`config.mk`:
```
export PLATFORM = sky130hd
export DESIGN_NAME = psdsquare_seq
export DESIGN_NICKNAME = d
export VERILOG_FILES = /design/src/rtl/psdsquare_seq.sv
export SDC_FILE = /design/constraint.sdc
export NUM_CORES = 1
export LEC_CHECK = 0
export BUFFER_PORTS_ARGS = -buffer_cell sky130_fd_sc_hd__buf_2
export CAP_MARGIN = 25
export CORE_ASPECT_RATIO = 0.7
export CORE_MARGIN = 3
export CORE_UTILIZATION = 25
export CTS_CLUSTER_DIAMETER = 60
export DETAILED_ROUTE_END_ITERATION = 8
export GPL_TIMING_DRIVEN = 0
export PLACE_DENSITY = 0.4
export SLEW_MARGIN = 20
export SYNTH_ARGS = -nofsm -noshare
export SYNTH_HDL_FRONTEND = slang
export SYNTH_SLANG_ARGS = --single-unit
```
`constraint.sdc`:
```
create_clock -name clock -period 4.45 [get_ports clock]
set_input_delay 0.2225 -clock clock [delete_from_list [all_inputs] [get_ports clock]]
set_output_delay 0.2225 -clock clock [all_outputs]
set_load 0.02 [all_outputs]
```
`src/rtl/psdsquare_seq.sv`:
```
// psdsquare_seq: sequential unsigned squarer.
// Radix-2 shift-add multiplier squaring xin over exactly NBITSIN clock cycles.
// A start pulse in IDLE captures xin. The result lands in sq and done pulses once.
module psdsquare_seq #(
  parameter int NBITSIN = 16
) (
  input  logic                   clock,
  input  logic                   reset,
  input  logic                   start,
  input  logic [NBITSIN-1:0]     xin,
  output logic                   busy,
  output logic                   done,
  output logic [2*NBITSIN-1:0]   sq
);

  localparam int RW = 2 * NBITSIN;
  localparam int CW = $clog2(NBITSIN) + 1;

  // The counter value that marks the step about to complete the product.
  localparam logic [CW-1:0] LAST_STEP = CW'(NBITSIN - 1);

  localparam logic [0:0] IDLE = 1'b0;
  localparam logic [0:0] RUN  = 1'b1;

  logic [0:0]          state;
  logic [RW-1:0]       mcand;
  logic [NBITSIN-1:0]  mplier;
  logic [RW-1:0]       acc;
  logic [CW-1:0]       cnt;

  logic [RW-1:0]       acc_next;
  logic [CW-1:0]       cnt_next;
  logic                last_step;

  // Compute the next accumulator value and detect the final step.
  always_comb begin
    // NOTE: every output of this block gets a default first, so no path leaves
    // a signal unassigned and no latch is inferred.
    acc_next  = acc;
    cnt_next  = cnt + CW'(1);
    last_step = (cnt == LAST_STEP);
    if (mplier[0]) begin
      acc_next = acc + mcand;
    end
  end

  assign busy = (state == RUN);

  // Sequencer: capture the operand, step the shift-add datapath, and publish the result.
  always_ff @(posedge clock) begin
    // NOTE: all state here uses non-blocking assignments. Every register then
    // samples pre-edge values, and the datapath registers update together.
    if (reset) begin
      state  <= IDLE;
      mcand  <= '0;
      mplier <= '0;
      acc    <= '0;
      cnt    <= '0;
      sq     <= '0;
      done   <= 1'b0;
    end else begin
      done <= 1'b0;
      case (state)
        IDLE: begin
          if (start) begin
            mcand  <= {{NBITSIN{1'b0}}, xin};
            mplier <= xin;
            acc    <= '0;
            cnt    <= '0;
            state  <= RUN;
          end
        end
        RUN: begin
          acc    <= acc_next;
          mcand  <= mcand << 1;
          mplier <= mplier >> 1;
          cnt    <= cnt_next;
          if (last_step) begin
            sq    <= acc_next;
            done  <= 1'b1;
            state <= IDLE;
          end
        end
        default: state <= IDLE;
      endcase
    end
  end

endmodule

```
==> metrics.md, run 1 <==
| Metric | Value |
|---|---|
| Final hold vios | 0 |
| Final std cells w/o fill | 1,161 |
| Hold Slack | 0.1180 ns |
| Crit. End Element | flop |
| FILL cells | 2,661 |
| Starting Density | 0.2555 |
| HP Class | input pin to flop |
| Fin area | 0.007536 mm² |
| Tcrit/Tclk final | 0.7109 |
| Post-CTS Setup Bufs | 0 |
| Inserted Clock Buffers | 17 |
| Max-slew violations | 0 |
| Cell family with most CP delay | compound AO/OA/AOI/OAI gates |
| Layout cells sized above 1 | 0.1196 |
| Pre-antenna DRT Iters | 5 |
| Status | finished, final reports clean |
| WP data required | 4.77 ns |
| Worst-path cell chain | ha_1 -> fa_1 -> a21o_2 -> a31oi_1 -> or4_4 -> o21ai_4 -> a21oi_1 -> o211ai_1 -> a31oi_1 -> xnor2_1 -> a31o_2 |
| Dpl hpwl | 15,430 µm |
| Area occupied by registers | 0.002382 mm² |
| Mapped Cells | 754 |
| Initial antenna violation count | 0 |
| Max_cap viols | 0 |
| Remaining antenna violation count after routing | 0 |
| Area of the multi-input gates | 0.003729 mm² |
| Buf/Inv on CP | 0 |
| Die Y | 139.2 µm |
| GRT Util Overall | 0.1535 |
| Setup-failing EPs final | 0 |
| Main flop type after synthesis | dfxtp_1 |
| Area after DPL | 0.006999 mm² |
| Count of different cell masters after synthesis | 53 |
| Chip width | 196.3 µm |
| # IOs | 53 |
| # nets final | 878 |
| ANT cells | 0 |
| Clock skew | 0.01260 ns |
| RSZ-0062 raised after global routing | false |
| Max stage delay cell, worst path | fa_1 |
| Fmax | 316.1 MHz |
| Wire length per cell | 17.61 µm |
| Gp weighted congestion | 0.8369 |
| Crit Path Max Fanout | 4 |
| IO buf count | 50 |
| Layout area overhead | 18.91% |
| Pre-CTS WS | 1.316 ns |
| Async S/R FF share, synth | 0 |
| CP Launch Type | flop |
| First-pass GRT wire length | 32,290 µm |
| Maximum vdd ir drop | 0.2273 mV |
| Crit path largest cell delay | 0.42 ns |
| Syn Std Cell Area | 0.006337 mm² |
| Synth Area per Inst | 8.405 µm² |
| Lkg Pwr | 3.399 nW |
| CTS max path bufs | 2 |
| Min cycle time layout | 3.164 ns |
| CTS H-tree lvls | 4 |
| Largest net degree at the start of global routing | 17 |
| Vias in the first global route | 5,449 |
| Row count | 48 |
| Post-synth EDFFs | 0 |
| Cts repair resizes | 0 |
| Root Driver | clkbuf_16 |
| Power, Total | 2.661 mW |
| Total Die Area | 0.02733 mm² |
| Post-layout util | 0.3038 |
| Most common cell after layout, fill and taps aside | dfxtp_1 |
| Drt drc | 0 |
| Crit Path Class | flop to flop |
| Slew margin rel. | 0.3743 |
| Vias per cell | 4.846 |
| Setup ws final | 1.286 ns |
| Via count | 5,626 |
| Worst Tran Pin Value | 0.9385 ns |
| Fin Setup TNS | 0 ns |
| Placed insts | 1,130 |
| Sink Count | 119 |
| Clock Latency Late Sink | 0.43 ns |
| Syn. warnings | 0 |
| Iteration-0 DRC Markers | 318 |
| Hold bufs inserted after CTS | 0 |
| Most frequent cells in the layout | dfxtp_1, nor2_1, nand2_1 |
| Syn_nets | 807 |
| Sequential area share after synthesis | 0.3759 |
| Pwr per Cell Area | 353.0 mW/mm² |
| Drt total wl | 20,450 µm |
| Worst Path Arrival | 3.48 ns |
| Congestion Overflow GR | 0 |
| CP dominant cell by count | a31oi_1 |
| CTS tree | built |
| Seq cells post-synth | 119 |
| Core area | 0.02480 mm² |
| Reg clk slew, reported paths | 0.06 ns |
==> where the power goes <==
| part | internal, mW | switching [mW] |
|---|---|---|
| clock network | 0.768 | 0.518 |
| logic | 0.0865 | 0.170 |
| registers | 1.10 | 0.0226 |
==> worst min-delay path, cell delays in order <==
cell	delay (ns)
buf_2	0.12
nand2_1	0.08
a211oi_1	0.06
==> kinds of logic after synthesis <==
kind of cell / share of synthesized area
AOI/OAI and AO/OA: 0.2132
xor gates and xnor gates: 0.04008
adders and majority gates: 0.06831
buffers and inverters: 0.03573
DFF: 0.3759
muxes: 0.09121
and+or+nand+nor: 0.1755
==> cell usage after synthesis, drive strengths merged (14+ instances only) <==
cell type  count  area (µm²)
xnor2         19       166.4
a22o          14       122.6
mux2i         51       510.5
ha            33       412.9
a21o          18       136.4
and3          29       181.4
nor2          88       330.3
o21ai         70       365.4
nand3         14       70.07
a21oi         60       300.3
nand2         77       289.0
clkbuf        40       150.1
dfxtp        119        2382
==> state kept, by name (all words and copies together), names as in the netlist <==
| register | flops |
|---|---|
| done | 1 |
| sq | 32 |
| acc | 32 |
| mplier | 16 |
| cnt | 5 |
| busy | 1 |
| mcand | 32 |
==> worst paths after layout <==
path	from	slack (ns)	to	depth (start not counted)
max	mcand[0]	1.29	sq[20]	11
min	xin[0]	0.12	mcand[0]	3
max reg2reg	mcand[0]	1.29	sq[20]	11
min reg2reg	sq[17]	0.44	sq[17]	2
==> layout make-up <==
| type | count | share of cell area |
|---|---|---|
| multi-input combinational | 577 | 0.4948 |
| sequential | 119 | 0.3161 |
| clock buffer | 20 | 0.05927 |
| tap | 325 | 0.05396 |
| timing repair buffer | 52 | 0.03487 |
| buffer | 48 | 0.02507 |
| clock inverter | 10 | 0.01096 |
| inverter | 10 | 0.004981 |
==> per-layer routing <==
layer | vias to the layer above | track usage | routed length, µm
met5 | - | 0 | 0
met4 | 0 | 0.03487 | 202
met3 | 14 | 0.03170 | 752
met2 | 106 | 0.2140 | 8016
met1 | 2668 | 0.2390 | 11480
li1 | 2838 | - | -
(Power assumes the default switching activity.)
==> run 2: changes to the inputs <==
- clock period: 4.45 -> 3.05 ns (I/O delays scaled with it)
==> metrics.md, run 2 (synthesis results as in run 1) <==
| Metric | Value |
|---|---|
| Status | finished, final reports clean |
| Via count | 5,632 (+0.11%) |
| Worst Path Arrival | 3.26 ns (-0.22 ns) |
| Met1 Use GR | 0.2400 (+0.001038) |
| Crit Path Max Fanout | 4 (unchanged) |
| Iteration-0 DRC Markers | 308 (-3.1%) |
| Clock Latency Late Sink | 0.43 ns (about the same) |
| Setup-failing EPs final | 0 (unchanged) |
| Maximum vdd ir drop | 0.3334 mV (+47%) |
| CP dominant cell by count | a31oi_2 |
| Placed insts | 1,130 (unchanged) |
| Total Die Area | 0.02733 mm² (unchanged) |
| Wire length per cell | 17.70 µm (+0.52%) |
| Layout area overhead | 21.01% |
| Starting Density | 0.2555 (unchanged) |
| Busiest grt layer | met1 |
| Most common cell after layout, fill and taps aside | dfxtp_1 |
| Root Driver | clkbuf_16 |
| Slew margin rel. | 0.3874 (+0.01309) |
| Sink Count | 119 (unchanged) |
| Final hold vios | 0 (unchanged) |
| Layout cells sized above 1 | 0.1417 (+0.02205) |
| # IOs | 53 (unchanged) |
| Crit. End Element | flop |
| Internal power | 2.847 mW (+46%) |
| Min cycle time layout | 2.950 ns (-0.2134 ns) |
| Power, Total | 3.886 mW (+46%) |
| Pwr per Cell Area | 506.7 mW/mm² (+44%) |
| First-pass GRT wire length | 32,430 µm (+0.43%) |
| Biggest regs | acc x32, mcand x32, sq x32 |
| Comb pwr share | 0.098 (+0.002) |
| Clock share of power | 0.483 (about the same) |
| GR Layer Usage met3 | 0.03170 (unchanged) |
| Hold Slack | 0.03166 ns (-0.08631 ns) |
| Inserted Clock Buffers | 17 (unchanged) |
| CTS tree | built |
| Most frequent cells in the layout | dfxtp_1, nor2_1, nand2_1 |
| Psw | 1.039 mW (+46%) |
| Clock skew | 0.01261 ns (+0.000008000 ns) |
| GRT Util Overall | 0.1540 (+0.0005110) |
| Chip width | 196.3 µm (unchanged) |
| Drt total wl | 20,640 µm (+0.95%) |
| # nets final | 882 (+0.46%) |
| Vias per cell | 4.830 (-0.32%) |
| Fmax | 339.0 MHz (+7.2%) |
| Drt drc | 0 (unchanged) |
| Core area | 0.02480 mm² (unchanged) |
| Max-slew violations | 0 (unchanged) |
| Lkg Pwr | 3.427 nW (+0.84%) |
| M2 GR Usage | 0.2145 (+0.0005496) |
| IO buf count | 50 (unchanged) |
| CTS max path bufs | 2 (unchanged) |
| CTS H-tree lvls | 4 (unchanged) |
| Max stage delay cell, worst path | fa_2 |
| Tcrit/Tclk final | 0.9673 (+0.2564) |
| RSZ-0062 raised after global routing | true |
| Row count | 48 (unchanged) |
| HP Class | input pin to flop |
| Worst Tran Pin Value | 0.9189 ns (-0.01964 ns) |
| Final std cells w/o fill | 1,166 (+0.43%) |
| Crit path largest cell delay | 0.39 ns (-0.03 ns) |
| Dpl hpwl | 15,430 µm (unchanged) |
| Gp weighted congestion | 0.8369 (unchanged) |
| WP data required | 3.36 ns (-1.41 ns) |
| Max_cap viols | 0 (unchanged) |
| Crit Path Class | flop to flop |
| Remaining antenna violation count after routing | 0 (unchanged) |
| Vias in the first global route | 5,459 (+0.18%) |
| Largest net degree at the start of global routing | 17 (unchanged) |
| Congestion Overflow GR | 0 (unchanged) |
| FILL cells | 2,643 (-0.68%) |
| Sw frac | 0.2673 (about the same) |
| CP Launch Type | flop |
| Initial antenna violation count | 0 (unchanged) |
| Worst-path cell chain | ha_4 -> fa_2 -> a21o_4 -> a31oi_2 -> or4_4 -> o21ai_4 -> buf_4 -> a21oi_2 -> o211ai_1 -> a31oi_2 -> xnor2_2 -> a31o_2 |
| Sequential Power Share | 0.420 (about the same) |
| Reg clk slew, reported paths | 0.06 ns (about the same) |
| Die Y | 139.2 µm (unchanged) |
| Pre-antenna DRT Iters | 5 (unchanged) |
## run 2: changes by cell type in the layout (fill, tap and decap cells not counted), sizes merged
cell and change:
diode +1, buf +4
## run 2: per-layer routing
metal / share of wire / vias to the layer above
met5: 0 / -
met4: 0.0098 / 0
met3: 0.038 / 12
met1: 0.56 / 2693
li1: - / 2838
met2: 0.39 / 89
## run 2: cell type report
cell class / count / area, µm² / area share
multi-input combinational: 577 / 3820 / 0.4981
sequential: 119 / 2391 / 0.3118
clock buffer: 20 / 446.7 / 0.05825
tap: 325 / 406.6 / 0.05303
timing repair buffer: 56 / 292.8 / 0.03818
buffer: 48 / 188.9 / 0.02464
clock inverter: 10 / 82.58 / 0.01077
inverter: 10 / 37.54 / 0.004895
antenna: 1 / 2.502 / 0.0003263
## run 2: power groups by stage
stage	logic (mW)	registers (mW)	clock network, mW
after CTS	0.375	1.63	1.92
after detailed placement	0.372	1.66	0
after global placement	0.375	1.67	0
after global routing	0.424	1.64	1.98
after floorplan	0.254	1.65	0
final	0.380	1.63	1.88
## run 2: path summary, 6_finish.rpt
path / start / to / slack [ns] / depth (start not counted)
worst max-delay path: acc[0] / sq[20] / 0.1 / 12
worst min-delay path: xin[0] / mcand[0] / 0.03 / 3
worst max register to register: acc[0] / sq[20] / 0.1 / 12
worst min register to register: sq[17] / sq[17] / 0.44 / 2
## run 2: timing repair
| action | CTS | global route |
|---|---|---|
| setup buffers | 2 | 3 |
| resized for setup | 4 | 17 |
| hold buffers | 0 | 0 |
| pin swaps | 2 | 5 |
| endpoints found under the setup margin | 11 | 16 |
## run 2: critical path, delay by kind of cell, from the launching register on
kind,cells,cell delay (ns)
AO/OA/AOI/OAI,7,1.44
XOR/XNOR,1,0.13
adder cells (fa/ha/maj),2,0.56
buffers and inverters,1,0.15
flip-flops,1,0.36
AND/OR/NAND/NOR,1,0.19
## run 2: per-stage QoR
step           setup slack, ns  utilization  instance area [µm²]  TNS (ns)
3_3_place_gp           -0.1342       0.2820                 6994   -0.4989
6_report               0.09971       0.3092                 7669         0
4_1_cts                0.04084       0.3044                 7551         0
3_5_place_dp          -0.08406       0.2822                 6999   -0.2121
5_1_grt               -0.02673       0.3091                 7666  -0.06113
2_1_floorplan           0.3768            -                 6337         0
==> run 3: changes to the inputs <==
- CELL_PAD_IN_SITES_DETAIL_PLACEMENT: unset -> 0
- CELL_PAD_IN_SITES_GLOBAL_PLACEMENT: unset -> 2
- PLACE_DENSITY: 0.4 -> 0.58
==> metrics.md, run 3 (synthesis results as in run 1) <==
| Metric | Value |
|---|---|
| Fin Setup TNS | 0 ns (unchanged) |
| ANT cells | 0 (-1) |
| Buf/Inv on CP | 1 (unchanged) |
| Sequential Power Share | 0.387 (-0.033) |
| CTS H-tree lvls | 4 (unchanged) |
| Starting Density | 0.2555 (unchanged) |
| WP data required | 3.37 ns (about the same) |
| Gp weighted congestion | 0.8306 (-0.75%) |
| Worst Tran Pin Value | 0.8930 ns (-0.02589 ns) |
| Layout area overhead | 22.72% |
| Lkg Pwr | 3.476 nW (+1.4%) |
| Die Y | 139.2 µm (unchanged) |
| Crit Path Class | flop to flop |
| IO buf count | 50 (unchanged) |
| Worst Path Arrival | 3.29 ns (+0.03 ns) |
| HP Class | input pin to flop |
| Met1 Use GR | 0.2500 (+0.009933) |
| # IOs | 53 (unchanged) |
| Drt drc | 0 (unchanged) |
| Layout cells sized above 1 | 0.1413 (-0.0003365) |
| Worst-path cell chain | ha_4 -> fa_2 -> a21o_4 -> a31oi_4 -> or4_4 -> o21ai_4 -> a211oi_4 -> buf_4 -> o41ai_4 -> a31oi_4 -> mux2i_1 -> a211o_1 |
| RSZ-0062 raised after global routing | true |
| Pwr per Cell Area | 542.4 mW/mm² (+7.0%) |
| Placed insts | 1,130 (unchanged) |
| Core area | 0.02480 mm² (unchanged) |
| Row count | 48 (unchanged) |
| Max stage delay cell, worst path | or4_4 |
| Hold bufs inserted after CTS | 0 (unchanged) |
| CTS tree | built |
| Clock share of power | 0.521 (+0.038) |
| Setup-failing EPs final | 0 (unchanged) |
| Chip width | 196.3 µm (unchanged) |
| Biggest regs | acc x32, mcand x32, sq x32 |
| Busiest grt layer | met1 |
| Psw | 1.045 mW (+0.57%) |
| Crit. End Element | flop |
| Remaining antenna violation count after routing | 0 (unchanged) |
| Vias in the first global route | 5,604 (+2.7%) |
| Dpl hpwl | 16,130 µm (+4.6%) |
| CP dominant cell by count | a31oi_4 |
| Reg clk slew, reported paths | 0.06 ns (about the same) |
| GR Layer Usage met3 | 0.03267 (+0.0009681) |
| First-pass GRT wire length | 33,480 µm (+3.2%) |
| Total Die Area | 0.02733 mm² (unchanged) |
| Iteration-0 DRC Markers | 332 (+7.8%) |
| Drt total wl | 21,480 µm (+4.1%) |
| Pre-antenna DRT Iters | 4 (-1) |
| Tcrit/Tclk final | 0.9742 (+0.006878) |
| GRT Util Overall | 0.1617 (+0.007644) |
| Congestion Overflow GR | 0 (unchanged) |
| Crit Path Max Fanout | 3 (-1) |
| Final hold vios | 0 (unchanged) |
| Sw frac | 0.2476 (-0.01968) |
| Min cycle time layout | 2.971 ns (+0.02098 ns) |
| Fmax | 336.6 MHz (-0.71%) |
| CP Launch Type | flop |
| Fin area | 0.007777 mm² (+1.4%) |
| Slew margin rel. | 0.4047 (+0.01726) |
| Comb pwr share | 0.092 (-0.006) |
| M2 GR Usage | 0.2220 (+0.007511) |
| Max_cap viols | 0 (unchanged) |
| Root Driver | clkbuf_16 |
| Inserted Clock Buffers | 17 (unchanged) |
| Wire length per cell | 18.41 µm (+4.0%) |
| Via count | 5,707 (+1.3%) |
| Sink Count | 119 (unchanged) |
| Maximum vdd ir drop | 0.3855 mV (+16%) |
| Cell family with most CP delay | compound AO/OA/AOI/OAI gates |
| Clock Latency Late Sink | 0.43 ns (about the same) |
| Area after DPL | 0.007010 mm² (+0.16%) |
| Crit path largest cell delay | 0.56 ns (+0.17 ns) |
| Most common cell after layout, fill and taps aside | dfxtp_1 |
| Status | finished, final reports clean |
| Max-slew violations | 0 (unchanged) |
| Power, Total | 4.219 mW (+8.6%) |
| # nets final | 882 (unchanged) |
| CTS max path bufs | 2 (unchanged) |
| Vias per cell | 4.890 (+1.2%) |
| Post-layout util | 0.3136 (+0.004388) |
| Clock skew | 0.008368 ns (-0.004241 ns) |
| Most frequent cells in the layout | dfxtp_1, nor2_1, nand2_1 |
| Final std cells w/o fill | 1,167 (+0.086%) |
| Initial antenna violation count | 0 (unchanged) |
| Internal power | 3.174 mW (+11%) |
| Largest net degree at the start of global routing | 17 (unchanged) |
[run 3: worst reg2reg max path: cells and delay by family, from the launching register on]
kind	cells	cell delay, ns
mux	1	0.16
compound gates	7	1.23
simple gates	1	0.56
flops	1	0.36
fa+ha+maj	2	0.38
buf+inv	1	0.17
[run 3: power by group through the flow]
stage	Combinational, mW	Clock (mW)	Sequential, mW
2_1_floorplan	0.254	0	1.65
3_3_place_gp	0.379	0	1.66
3_5_place_dp	0.384	0	1.66
4_1_cts	0.387	2.26	1.63
5_1_grt	0.439	2.32	1.64
6_report	0.389	2.20	1.63
[run 3: stage by stage]
stage / setup slack, ns / hold slack, ns
2_1_floorplan: 0.3768 / 0.3199
3_3_place_gp: -0.4709 / 0.4311
3_5_place_dp: -0.1669 / 0.4389
4_1_cts: 0.0005032 / 0.01246
5_1_grt: -0.008352 / 0.01938
6_report: 0.07873 / 0.02186
[run 3: worst paths after layout]
| check | to | cells past startpoint | slack (ns) | start |
|---|---|---|---|---|
| worst max-delay path | sq[30] | 12 | 0.08 | acc[0] |
| worst max register to register | sq[30] | 12 | 0.08 | acc[0] |
| worst min register to register | sq[26] | 2 | 0.44 | sq[26] |
| worst min-delay path | mcand[0] | 3 | 0.02 | xin[0] |
[run 3: per-layer routing]
layer,vias up,share of wire
li1,2835,-
met1,2720,0.55
met2,136,0.39
met3,16,0.042
met4,0,0.013
met5,-,0
[run 3: repair_timing]
action | in CTS | in global routing
pin swaps | 2 | 7
endpoints found under the setup margin | 9 | 14
buffers inserted | 1 | 4
resized for setup | 4 | 14
[run 3: area by class of cell]
cell class                      instances  area (µm²)
Tap cell                              325       406.6
Timing Repair Buffer                   56       295.3
Fill cell                            2619       17030
Clock buffer                           23       488.0
Clock inverter                          9       145.1
Multi-Input combinational cell        577        3829
Buffer                                 48       188.9
Inverter                               10       37.54
Sequential cell                       119        2387
